[src/rtl/l23_buffer_pkg.sv]
// Shared types and widths for the L2/L3 frame buffer read side.
package l23_buffer_pkg;

    localparam int CHAR_W = 11;
    localparam int LINE_W = 2;
    localparam int DATA_W = 8;

    typedef enum logic {
        IDLE   = 1'b0,
        STREAM = 1'b1
    } rd_state_e;

    typedef struct packed {
        logic              last;
        logic [DATA_W-1:0] data;
    } skid_entry_t;

endpackage

[src/rtl/l23_skid2.sv]
// Two-entry output FIFO holding RAM read data and its last flag.
module l23_skid2
    import l23_buffer_pkg::*;
(
    input  logic        clk,
    input  logic        rst_n,
    input  logic        push,
    input  skid_entry_t push_entry,
    input  logic        pop,
    output logic [1:0]  count,
    output skid_entry_t head
);

    skid_entry_t mem [2];
    logic        wr_ptr;
    logic        rd_ptr;

    // Push and pop on a full FIFO in the same cycle is legal: the slot
    // being overwritten is the head leaving on that same edge.
    always_ff @(posedge clk or negedge rst_n) begin
        if (!rst_n) begin
            mem[0] <= '0;
            mem[1] <= '0;
            wr_ptr <= 1'b0;
            rd_ptr <= 1'b0;
            count  <= 2'd0;
        end else begin
            if (push) begin
                mem[wr_ptr] <= push_entry;
                wr_ptr      <= ~wr_ptr;
            end
            if (pop) begin
                rd_ptr <= ~rd_ptr;
            end
            count <= count + {1'b0, push} - {1'b0, pop};
        end
    end

    assign head = mem[rd_ptr];

endmodule

[src/rtl/l23_rd_ctrl.sv]
// Read-side controller of the L2/L3 frame buffer: RAM reads to AXI-Stream.
// Optional L23_RD_FRAME_CNT_EN adds a 16-bit frame_cnt output.
//
// state  | meaning
// IDLE   | no line open, char pointer is 0
// STREAM | line open, bytes still to issue
module l23_rd_ctrl
    import l23_buffer_pkg::*;
#(
    parameter int DATA_W = 8,
    parameter int CHAR_W = 11
) (
    input  logic              clk,
    input  logic              rst_n,
    input  logic              rd_greenflag,
    input  logic              tlast_flag,
    input  logic [CHAR_W-1:0] rd_char_ptr,
    output logic              rd_char_incr,
    output logic              rd_char_setzero,
    output logic              rd_line_incr,
    output logic              ram_re,
    input  logic [DATA_W-1:0] ram_rdata,
    output logic [DATA_W-1:0] m_tdata,
    output logic              m_tvalid,
    output logic              m_tlast,
    input  logic              m_tready
`ifdef L23_RD_FRAME_CNT_EN
    ,
    output logic [15:0]       frame_cnt
`endif
);

    rd_state_e   state;
    rd_state_e   state_nxt;
    logic        inflight;
    logic        inflight_last;
    logic [1:0]  skid_count;
    skid_entry_t skid_head;
    logic        pop;
    logic        credit;
    logic        last_byte;
    logic        issue;

    assign pop = m_tvalid & m_tready;

    // skid + in-flight + 1 - pop <= 2, rearranged to avoid negatives
    assign credit    = ({1'b0, skid_count} + {2'b00, inflight}) <= (3'd1 + {2'b00, pop});
    assign last_byte = tlast_flag | (rd_char_ptr == {CHAR_W{1'b1}});

    always_ff @(posedge clk or negedge rst_n) begin
        if (!rst_n) begin
            state <= IDLE;
        end else begin
            state <= state_nxt;
        end
    end

    always_comb begin
        state_nxt = state;
        case (state)
            IDLE:    if (rd_greenflag && credit && !last_byte) state_nxt = STREAM;
            STREAM:  if (credit && last_byte) state_nxt = IDLE;
            default: state_nxt = IDLE;
        endcase
    end

    always_comb begin
        issue = 1'b0;
        case (state)
            IDLE:    issue = rd_greenflag & credit;
            STREAM:  issue = credit;
            default: issue = 1'b0;
        endcase
        ram_re          = issue;
        rd_char_incr    = issue & ~last_byte;
        rd_char_setzero = issue & last_byte;
        rd_line_incr    = issue & last_byte;
    end

    always_ff @(posedge clk or negedge rst_n) begin
        if (!rst_n) begin
            inflight      <= 1'b0;
            inflight_last <= 1'b0;
        end else begin
            inflight      <= issue;
            inflight_last <= issue & last_byte;
        end
    end

    l23_skid2 u_skid (
        .clk        (clk),
        .rst_n      (rst_n),
        .push       (inflight),
        .push_entry ('{last: inflight_last, data: ram_rdata}),
        .pop        (pop),
        .count      (skid_count),
        .head       (skid_head)
    );

    assign m_tvalid = (skid_count != 2'd0);
    assign m_tdata  = m_tvalid ? skid_head.data : '0;
    assign m_tlast  = m_tvalid & skid_head.last;

`ifdef L23_RD_FRAME_CNT_EN
    always_ff @(posedge clk or negedge rst_n) begin
        if (!rst_n) begin
            frame_cnt <= 16'd0;
        end else if (pop && m_tlast) begin
            frame_cnt <= frame_cnt + 16'd1;
        end
    end
`endif

endmodule

[config.mk]
export PLATFORM = sky130hd
export DESIGN_NAME = l23_rd_ctrl
export DESIGN_NICKNAME = d
export VERILOG_FILES = /design/src/rtl/l23_buffer_pkg.sv /design/src/rtl/l23_skid2.sv /design/src/rtl/l23_rd_ctrl.sv
export SDC_FILE = /design/constraint.sdc
export NUM_CORES = 1
export LEC_CHECK = 0
export BUFFER_PORTS_ARGS = -buffer_cell sky130_fd_sc_hd__buf_4
export CAP_MARGIN = 20
export CORE_MARGIN = 5
export CORE_UTILIZATION = 34
export DETAILED_ROUTE_END_ITERATION = 6
export GPL_ROUTABILITY_DRIVEN = 0
export MAX_ROUTING_LAYER = met4
export PLACE_DENSITY_LB_ADDON = 0.08
export SETUP_SLACK_MARGIN = 0.05
export SLEW_MARGIN = 10
export SYNTH_ARGS = -nofsm -noshare
export SYNTH_HDL_FRONTEND = slang
export SYNTH_SLANG_ARGS = --single-unit
[constraint.sdc]
create_clock -name clk -period 3.5 [get_ports clk]
set_input_delay 0 -clock clk [delete_from_list [all_inputs] [get_ports clk]]
set_output_delay 0 -clock clk [all_outputs]
set_load 0.005 [all_outputs]
# Word level (Yosys, flattened, before mapping)
# Index checks and enable logic that the tools add are counted.
[totals] output_inout_bits=14 wordCells=48 regBits=25
[op_classes] reduce_logical=6 n_lt_le_gt_ge=4 n_mux=11 bitwise=12 n_eq_ne=1 add_sub_neg=4
[ops] cell="9-bit two-way mux" count=4
[ops] cell="18-bit bitwise mux" count=1
[ops] cell="11-bit equality test, second input constant" count=1
[ops] cell="9-bit demux with 1-bit select" count=1
[ops] cell="8-bit two-way mux" count=1
[ops] cell="1-bit bitwise AND" count=5
[ops] cell="2-bit >= comparator, second input constant" count=2
[ops] cell="1-bit logical AND" count=4
[ops] cell="1-bit NOT" count=4
[ops] cell="1-bit NOT with 2-bit output" count=2
[ops] cell="1-bit one-hot mux with 2 select lines" count=2
[ops] cell="2-bit by 1-bit adder with 3-bit output" count=1
[ops] cell="3-bit by 2-bit <= comparator with 1-bit output" count=1
[ops] cell="1-bit by 1-bit adder with 2-bit output, first input constant" count=1
[ops] cell="2-bit by 1-bit adder with 2-bit output" count=1
[ops] cell="2-bit by 1-bit < comparator with 1-bit output, second input constant" count=1
[ops] cell="1-bit two-way mux" count=2
[ops] cell="2-bit nonzero test" count=1
[ops] cell="2-bit by 1-bit subtractor with 2-bit output" count=1
[ops] cell="1-bit logical NOT" count=1
[ops] cell="1-bit OR" count=1

# Longest topological paths before layout
# Gate-level depths: netlist (run 1).
[logic_depth] word_depth=8 mapped_depth=6 depth_no_buf=5

# Hierarchy
# A second synthesis (run 1) with hierarchy kept.
[hier_totals] cells_unflattened=92 area_unflattened_um2=1246.2
[by_module_without_submodules] module="l23_skid2" n_inst=1 area_each_um2=987.2 cells_each=61 seq_area_each_um2=550.5
[by_module_without_submodules] module="l23_rd_ctrl" n_inst=1 area_each_um2=259.0 cells_each=31 seq_area_each_um2=75.1

# Worst setup path before layout (run 1)
# Ideal clock, no wire load.
[synth_path] path_type="register -> register" start="register inflight" end="register state" setup_slack_ns=1.971 period_less_slack_ns=1.529 t_arrival_ns=1.463 t_required_ns=3.434 path_buffers=0 stages_incl_launch_ff=6 cell_sequence="dfrtp_1 ha_1 ha_1 or3_1 nor3_2 nand2b_1"
[synth_via] elab_chain_len=6 word_cells_on_any_way=8 classes_between="add/sub: 1; order compare: 1; mux: 3; reduce/logical: 3"
[synth_rtl] item="start: declaration" line_no="l23_rd_ctrl.sv:35" source="logic inflight;"
[synth_rtl] item="start signal: assignment" line_no="l23_rd_ctrl.sv:85" source="inflight <= issue;"
[synth_rtl] item="2-bit by 1-bit adder with 3-bit output (*)" line_no="l23_rd_ctrl.sv:47" source="assign credit = ({1'b0, skid_count} + {2'b00, inflight}) <= (3'd1 + {2'b00, pop});"
[synth_rtl] item="3-bit by 2-bit <= comparator with 1-bit output (*)" line_no="l23_rd_ctrl.sv:47"
[synth_rtl] item="1-bit logical AND (2 in series)" line_no="l23_rd_ctrl.sv:61" source="IDLE: if (rd_greenflag && credit && !last_byte) state_nxt = STREAM;"
[synth_rtl] item="1-bit two-way mux" line_no="l23_rd_ctrl.sv:61"
[synth_rtl] item="1-bit one-hot mux with 2 select lines (*)" line_no="l23_rd_ctrl.sv:60" source="case (state)"
[synth_rtl] item="net state_nxt" line_no="l23_rd_ctrl.sv:34" source="rd_state_e state_nxt;"
[synth_rtl] item="end signal: assignment" line_no="l23_rd_ctrl.sv:54" source="state <= state_nxt;"
[synth_rtl] item="end: declaration" line_no="l23_rd_ctrl.sv:33" source="rd_state_e state;"
# The timed path passes the listed nets; every way through them passes the cells marked *.
# A chain may end at the register's enable or synchronous reset.

# Final worst setup path (run 1)
[layout_path] start="register inflight" end="output rd_char_setzero"
[layout_via] elab_chain_len=5
[layout_rtl] item="2-bit by 1-bit adder with 3-bit output (*)" line_no="l23_rd_ctrl.sv:47"
[layout_rtl] item="3-bit by 2-bit <= comparator with 1-bit output (*)" line_no="l23_rd_ctrl.sv:47"
[layout_rtl] item="1-bit bitwise AND" line_no="l23_rd_ctrl.sv:70" source="IDLE: issue = rd_greenflag & credit;"
[layout_rtl] item="1-bit one-hot mux with 2 select lines (*)" line_no="l23_rd_ctrl.sv:69" source="case (state)"
[layout_rtl] item="1-bit bitwise AND (*)" line_no="l23_rd_ctrl.sv:76" source="rd_char_setzero = issue & last_byte;"
[layout_rtl] item="end: declaration" line_no="l23_rd_ctrl.sv:19" source="output logic rd_char_setzero,"
# Mark *: on every way between the ends. The rest lies on a longest branch, timed or not.

==> results of run 1 <==
cells by family after synthesis:
group                      Yosys count  synth area share, %
muxes                               27                 24.9
DFF                                 25                 53.3
and+or+nand+nor                     22                 10.0
AOI/OAI and AO/OA                    6                 4.16
buffers and inverters                5                 2.13
xor gates and xnor gates             3                 2.24
adders and majority gates            3                 3.20
Yosys cell counts:
library cell and instances:
o21a_4 1, mux2i_1 9, o21ai_2 1, nand2b_1 1, nand3_1 2, ha_1 3, buf_2 2, mux2_1 18
o21a_1 1, nor3_2 1, or3_1 1, nand4_1 2, dfrtp_1 25, nand2_1 1, nor2_1 11, a21boi_1 1
inv_1 2, xnor2_1 1, nor2b_1 1, nor3_4 1, o21ai_0 2, buf_4 1, xor2_1 2, nor3_1 1
cells in the final DEF, fill, tap and decap left out, types with 2 or more instances in the layout:
master / Yosys / layout
dfrtp_1: 25 / 25
nor2_1: 11 / 11
mux2_1: 18 / 18
xor2_1: 2 / 2
buf_4: 1 / 37
ha_1: 3 / 3
inv_1: 2 / 2
nand3_1: 2 / 2
o21ai_0: 2 / 2
mux2i_1: 9 / 9
dlygate4sd3_1: 0 / 11
clkbuf_4: 0 / 3
nand4_1: 2 / 2
per-layer routing:
metal	part of all wire [%]	wire length [um]	GRT usage, %	vias to the layer above
met5	0	0	-	-
met4	0.46	11	2.92	0
met3	5.6	135	2.43	2
met2	48	1150	19.3	26
met1	46	1120	14.2	401
li1	-	-	-	417
state kept, by name, summed over array words and instances (netlist names):
signal / cells
u_skid.wr_ptr: 1
state: 1
inflight_last: 1
inflight: 1
u_skid.count: 2
u_skid.mem: 18
u_skid.rd_ptr: 1
through the flow:
stage               worst slack [ns]  utilization, %  power [uW]
detailed placement              1.85            44.7        1200
finish                          1.58            48.8        1310
floorplan                       1.97               -         930
global placement                1.93            44.7        1180
global route                    1.46            48.8        1430
CTS                             1.53            48.8        1340
tightest hold or removal path: stages:
cell	delay (ns)
buf_4	0.08
nor2_1	0.06
nor3_4	0.15
area by class of cell:
cell class	instances	share of cell area [%]
Clock buffer	3	1.38
Clock inverter	1	0.307
Inverter	2	0.461
Multi-Input combinational cell	61	32.1
Sequential cell	25	38.4
Tap cell	46	3.53
Timing Repair Buffer	48	23.8
worst max path at each step:
stage | to | startpoint | cells past startpoint
floorplan | state | inflight | 5
global placement | rd_char_setzero | inflight | 6
detailed placement | u_skid.mem[9] | inflight | 2
CTS | rd_char_setzero | inflight | 6
global route | rd_char_setzero | inflight | 6
finish | rd_char_setzero | inflight | 6
power groups by stage:
stage               registers [uW]  logic (uW)  clock network (uW)
floorplan                      500         431                   0
global placement               551         631                   0
detailed placement             554         644                   0
CTS                            547         655                 135
global route                   564         717                 146
finish                         545         635                 128
==> flow_metrics.tcl, run 1 <==
set metrics [dict create \
    outcome "finished clean" \
    cp_max_fo 5 \
    cts_max_level 1 \
    r2r_end "state" \
    final_cells 186 \
    cts-root-buf "clkbuf_4" \
    cts_resized 0 \
    first_pass_iters 2 \
    seqCellArea_um2 626 \
    synth_nets 118 \
    dp.cells 171 \
    die_h_um 68.8 \
    timing.final.crit_share_pct 55.0 \
    setup.worst_path.class "reg -> out" \
    crit_top_cell "ha_1" \
    slew_viol_final 0 \
    vdd_drop_max_mv 0.291 \
    cp_top_family "adder cells" \
    sequentialPowerShare_pct 41.7 \
    yosys-top-cells-area "dfrtp_1, mux2_1, mux2i_1" \
    endpoint_kind "output pin" \
    reg2reg_depth 5 \
    ys_seq_area_share_pct 53.3 \
    hold_depth 3 \
    cts_tree "yes" \
    grt_max_degree 26 \
    die_area_um2 4730 \
    crit_required_ns 3.50 \
    postCtsHoldBufs 11 \
    netlist_area_um2 1170 \
    setup_viol 0 \
    final_hold_viol_count 0 \
    r2r_setup_slack_ns 1.89 \
    internal_power_uw 848 \
    grt_pass1_wl_um 3950 \
    grt.total_usage_pct 11.5 \
    worstSetupStartpointType "flop" \
    cp_slowest_cell "dfrtp_1" \
    hold_slack_ns 0.0273 \
    synth_top_cell_by_area "dfrtp_1" \
    areaGrowthSynthToFinish_pct 38.8 \
    power.leakage_uw 0.000781 \
    pwr-share-comb_pct 48.6 \
    multi_input_area_um2 523 \
    hold_class "in -> reg" \
    hp-start "rd_greenflag" \
    switching_share_pct 35.1 \
    drt_first_iter_violations 14 \
    synth_seq_cells 25 \
    antenna_found_initial 0 \
    grt_pass1_vias 900 \
    synth_warnings 0 \
    final.min_clock_period_ns 1.92 \
    synth_cell_types 24 \
    numClockSinks 25 \
    crit_buf_inv 1 \
    pin_count 38 \
    tightest_slew_ns 0.803 \
    routed_via_density 4.55 \
    fin_skew_ns 0.0112 \
    drive_gt1_share_pct 32.1 \
    p_clk_share_pct 9.8 \
    powerDensity_nw_per_um2 803 \
    drt_wl_total_um 2410 \
    dpl.hpwl_um 1740 \
    maxSlewHeadroom_pct 46.3 \
    gr-total-overflow 0 \
    synth_top_cell_area_share_pct 53.3 \
    rsz0062_at_grt "no" \
    clk_pin_slew_worst_paths_ns 0.13 \
    nets 168 \
    core_area_um2 3340 \
    cts_setup_buffers 0 \
    finalSetupTns_ns 0 \
    cts_buffers 3 \
    syn_avg_cell_area_um2 12.9 \
    ant_nets 0 \
    nFillCells 327 \
    crit_chain "ha_1 > ha_1 > o21a_4 > nor3_4 > o21a_1 > buf_4" \
    max_freq_ghz 0.520 \
    fin_area_um2 1630 \
    cp.arrival_ns 1.92 \
    num_vias 846 \
    hold_path_end "inflight" \
    num_rows 21 \
    die_x_um 68.8 \
    max_stage_delay_ns 0.45 \
    clkLatencyLatePin_ns 0.32 \
    timing.rr.start "inflight" \
    cap_viol_max_count 0 \
    drt-wirelength-per-cell_um 13.0 \
    clock_path_buffers 2 \
    p_sw_uw 459 \
    n_antenna_cell 0 \
    syn_inst 91 \
    port_buffers 37 \
    drc 0 \
    start_util_pct 35.2 \
    place_area_um2 1490 \
]
No activity file was read; power rests on OpenSTA's default activity.
==> run 2, diff against run 1 <==
==> constraint.sdc (replaced) <==
create_clock -name clk -period 1.72 [get_ports clk]
set_input_delay 0 -clock clk [delete_from_list [all_inputs] [get_ports clk]]
set_output_delay 0 -clock clk [all_outputs]
set_load 0.005 [all_outputs]
==> run 2 against run 1 <==
The flow now finishes with violations (negative setup slack). Critical endpoint is now rd_char_incr. Worst setup slack got worse by 1.6 ns. Flip-flop and latch count unchanged. Hold slack improved by 0.044 ns. First-iteration DRC count unchanged.
==> flow_metrics.tcl, run 2 (synthesis results as in run 1) <==
set metrics [dict create \
    maxSlewHeadroom_pct 62.6 \
    wl_met3_um 126 \
    areaGrowthSynthToFinish_pct 46.2 \
    routed_via_density 4.57 \
    num_vias 882 \
    hold_depth 4 \
    p_sw_uw 991 \
    clkLatencyLatePin_ns 0.32 \
    drt-met1-wl_um 1040 \
    drt_wl_total_um 2420 \
    cp_max_fo 3 \
    power.leakage_uw 0.000811 \
    setup_viol 1 \
    vdd_drop_max_mv 0.707 \
    numClockSinks 25 \
    drt_first_iter_violations 14 \
    die_x_um 68.8 \
    first_pass_iters 2 \
    crit_required_ns 1.72 \
    max_freq_ghz 0.581 \
    cp_slowest_cell "dfrtp_1" \
    n_antenna_cell 0 \
    crit_chain "ha_2 > ha_4 > or3_4 > nor3_4 > buf_4" \
    start_util_pct 35.2 \
    nets 175 \
    clk_pin_slew_worst_paths_ns 0.13 \
    dpl.hpwl_um 1680 \
    clock_path_buffers 2 \
    port_buffers 37 \
    hold_path_end "state" \
    timing.final.crit_share_pct 100 \
    r2r_end "inflight_last" \
    die_area_um2 4730 \
    drt-wirelength-per-cell_um 12.5 \
    final_hold_viol_count 0 \
    setup.worst_path.class "reg -> out" \
    drive_gt1_share_pct 38.1 \
    gr-total-overflow 0 \
    grt_pass1_wl_um 4020 \
    switching_share_pct 34.5 \
    biggestRegsByFlops "u_skid.mem: 18 flops, u_skid.count: 2 flops" \
    failed_checks "negative setup slack" \
    tightest_slew_ns 0.561 \
    sequentialPowerShare_pct 37.9 \
    slew_viol_final 0 \
    num_rows 21 \
    pin_count 38 \
    core_area_um2 3340 \
    outcome "finished, violations left" \
    fin_area_um2 1720 \
    layout_commonest_cell "buf_4" \
    p_clk_share_pct 9.3 \
    cap_viol_max_count 0 \
    cp.arrival_ns 1.72 \
    rsz0062_at_grt "yes" \
    endpoint_kind "output pin" \
    timing.rr.start "inflight" \
    hp-start "tlast_flag" \
    top_layer_used "met4" \
    worstSetupStartpointType "flop" \
    grt.total_usage_pct 11.9 \
    internal_power_uw 1880 \
    reg2reg_depth 7 \
    cts-root-buf "clkbuf_4" \
    wl_met2_um 1240 \
    cts_buffers 3 \
    final.min_clock_period_ns 1.72 \
    fin_skew_ns 0.00683 \
    die_h_um 68.8 \
    largest_reg_flops 18 \
    cts_tree "yes" \
    crit_buf_inv 1 \
    setup_ws_ns -0.00154 \
    top_register "u_skid.mem" \
    cts_max_level 1 \
    nFillCells 320 \
    total_power_uw 2870 \
    pwr-share-comb_pct 52.8 \
    grt_pass1_vias 949 \
    cp_top_family "simple AND/OR/NAND/NOR gates" \
    hold_class "in -> reg" \
    ant_nets 0 \
    place_area_um2 1510 \
    dp_slack_ns 0.142 \
    drc 0 \
    powerDensity_nw_per_um2 1670 \
    grt_max_degree 26 \
    layout_common_cells "buf_4, dfrtp_1, mux2_1" \
    r2r_setup_slack_ns 0.20 \
    max_stage_delay_ns 0.41 \
    antenna_found_initial 0 \
]
## run 2: how the worst max path moves through the flow
stage,depth (start not counted),to,start,slack [ns]
after floorplan,5,state,inflight,0.19
after global placement,5,state,inflight,0.17
after detailed placement,5,state,inflight,0.14
after CTS,5,rd_char_incr,u_skid.count[0],-0.02
after global routing,6,rd_line_incr,inflight,-0.09
final,5,rd_char_incr,inflight,-0.002
## run 2: layer usage
metal,vias to the layer above,global-route usage (%)
li1,431,-
met1,423,13.8
met2,26,20.9
met3,2,1.94
met4,0,3.65
met5,-,-
## run 2: repair_timing
| action | CTS | global route |
|---|---|---|
| gates resized for setup | 3 | 4 |
| hold buffers | 10 | 0 |
| buffers inserted | 5 | 1 |
| pin swaps | 1 | 0 |
| hold endpoints to repair | 43 | 0 |
| setup endpoints to repair | 4 | 4 |
## run 2: layout make-up
type	count	area, um2	area share, %
clock buffers	3	22.5	1.31
clock inverters	1	7.51	0.438
inverters	2	7.51	0.438
multi-input cells	61	549	32.0
flip-flops and latches	25	626	36.5
well taps	46	57.6	3.36
repair buffers	55	445	26.0
## run 2: power by group through the flow
stage	clock network (uW)	registers, uW	logic (uW)
floorplan	0	1020	876
global placement	0	1110	1330
detailed placement	0	1120	1350
CTS	285	1090	1490
global route	311	1130	1700
finish	266	1090	1520
## run 2: worst register-to-register path: stages, from the launching register on
cell     delay [ns]
dfrtp_1        0.41
ha_2           0.20
ha_4           0.26
o21a_4         0.15
nor3_4         0.04
o21a_1         0.14
buf_4          0.14
buf_4          0.11
## run 2: metrics by stage
step / cells / hold slack, ns / utilization, % / TNS, ns
global placement: 173 / -0.0769 / 45.1 / 0
CTS: 192 / 0.0462 / 50.6 / -0.0176
floorplan: 91 / -0.296 / - / 0
global route: 193 / 0.0653 / 51.4 / -0.273
finish: 193 / 0.0712 / 51.4 / -0.00154
detailed placement: 173 / -0.0750 / 45.1 / 0
==> run 3, diff against run 2 <==
--- a/config.mk
+++ b/config.mk
@@ -7,11 +7,11 @@
 export LEC_CHECK = 0
 export BUFFER_PORTS_ARGS = -buffer_cell sky130_fd_sc_hd__buf_4
 export CAP_MARGIN = 20
-export CORE_MARGIN = 5
+export CORE_ASPECT_RATIO = 0.6
+export CORE_MARGIN = 2
 export CORE_UTILIZATION = 34
 export DETAILED_ROUTE_END_ITERATION = 6
 export GPL_ROUTABILITY_DRIVEN = 0
-export MAX_ROUTING_LAYER = met4
 export PLACE_DENSITY_LB_ADDON = 0.08
 export SETUP_SLACK_MARGIN = 0.05
 export SLEW_MARGIN = 10
==> run 3 against run 2 <==
The flow now finishes without violations. Sequential share of layout area decreased by 0.19 points. Count of clock-buffer cells in the layout rose by 1. Non-clock buffer count decreased by 1. Cell count shrank 1.0%. Clock skew shrank 0.0044 ns. Routed wire length fell by 0.25%. Critical endpoint unchanged.
==> flow_metrics.tcl, run 3 (synthesis results as in run 1) <==
set metrics [dict create \
    largest_reg_flops 18 \
    setup_ws_ns 0.0421 \
    num_rows 16 \
    rsz0062_at_grt "yes" \
    layout_commonest_cell "buf_4" \
    worstSetupStartpointType "flop" \
    setup_viol 0 \
    hp-start "tlast_flag" \
    antenna_found_initial 0 \
    ant_nets 0 \
    port_buffers 37 \
    cts_max_level 1 \
    num_vias 868 \
    fin_skew_ns 0.00239 \
    cts_tree "yes" \
    max_freq_ghz 0.596 \
    numClockSinks 25 \
    tightest_slew_ns 0.508 \
    drive_gt1_share_pct 37.7 \
    grt_pass1_vias 911 \
    r2r_setup_slack_ns 0.26 \
    layout_common_cells "buf_4, dfrtp_1, mux2_1" \
    routed_via_density 4.54 \
    dpl.hpwl_um 1760 \
    cp.arrival_ns 1.68 \
    cts-root-buf "clkbuf_8" \
    reg2reg_depth 5 \
    cts_buffers 3 \
    cp_slowest_cell "dfrtp_1" \
    n_antenna_cell 0 \
    endpoint_kind "output pin" \
    setup.worst_path.class "reg -> out" \
    pin_count 38 \
    dp_slack_ns 0.150 \
    hold_class "in -> reg" \
    power.leakage_uw 0.000816 \
    powerDensity_nw_per_um2 1720 \
    crit_required_ns 1.72 \
    grt_max_degree 26 \
    outcome "finished clean" \
    nets 174 \
    seqCellArea_um2 626 \
    drt_first_iter_violations 35 \
    crit_chain "ha_2 > ha_4 > or3_4 > nor3_4 > buf_4" \
    multi_input_area_um2 549 \
    die_x_um 79.9 \
    core_area_um2 3280 \
    die_area_um2 3950 \
    first_pass_iters 4 \
    max_stage_delay_ns 0.40 \
    hold_path_end "inflight_last" \
    vdd_drop_max_mv 0.632 \
    final_hold_viol_count 0 \
    startpoint "u_skid.count[0]" \
    clk_pin_slew_worst_paths_ns 0.08 \
    top_register "u_skid.mem" \
    timing.final.crit_share_pct 97.5 \
    start_util_pct 35.7 \
    areaGrowthSynthToFinish_pct 46.9 \
    biggestRegsByFlops "u_skid.mem: 18 flops, u_skid.count: 2 flops" \
    clkLatencyLatePin_ns 0.26 \
    grt.total_usage_pct 13.0 \
    r2r_end "state" \
    maxSlewHeadroom_pct 65.9 \
    nFillCells 298 \
    final.min_clock_period_ns 1.68 \
    cap_viol_max_count 0 \
    drt_wl_total_um 2410 \
    hold_slack_ns 0.0385 \
    cp_max_fo 2 \
    drt-wirelength-per-cell_um 12.6 \
    gr-total-overflow 0 \
    hold_depth 2 \
    die_h_um 49.5 \
    grt_pass1_wl_um 3930 \
    drc 0 \
    slew_viol_final 0 \
    timing.rr.start "u_skid.count[0]" \
    clock_path_buffers 2 \
]
run 3: area by class of cell:
class,count,share of cell area (%)
tap,45,3.27
multi-input combinational,61,31.9
timing repair buffer,54,25.5
inverter,2,0.435
sequential,25,36.3
clock buffer,4,2.61
run 3: worst max-delay path by stage:
stage | end | slack, ns | cells after the start
detailed placement | state | 0.15 | 5
global placement | state | 0.17 | 5
floorplan | state | 0.19 | 5
CTS | rd_char_incr | 0.04 | 5
global route | rd_char_incr | -0.02 | 5
finish | rd_char_incr | 0.04 | 5
run 3: timing repair:
item                                   4_1_cts  5_1_grt
setup endpoints to repair                    4        3
resized for setup                            3        2
endpoints found under the hold margin       41        0
hold buffers                                 9        0
pin swaps                                    2        0
setup buffers                                4        0
run 3: metrics by stage:
step	power, uW	instance area (um2)	cells	utilization (%)	TNS [ns]
final	2960	1720	191	52.5	0
after global placement	2470	1520	174	46.3	0
after global routing	3210	1720	191	52.5	-0.0364
after floorplan	1890	1170	91	-	0
after CTS	2980	1710	191	52.2	0
after detailed placement	2510	1520	174	46.3	0
run 3: per-layer routing:
metal	global-route usage [%]	vias to the layer above	part of all wire, %
li1	-	427	-
met1	16.9	413	48
met2	21.6	28	46
met3	4.58	0	6.4
met4	1.69	0	0
met5	0	-	0
run 3: critical path: cells and delay by family, from the launching register on:
family / cells / cell delay, ns
adder cells (fa/ha/maj): 2 / 0.37
buffers and inverters: 1 / 0.13
flip-flops: 1 / 0.40
AND/OR/NAND/NOR: 2 / 0.51
run 3: where the power goes:
group,internal (uW),switching (uW),leakage (uW)
Combinational,910,649,0.000494
Sequential,884,183,0.000299
Clock,165,167,0.0000228
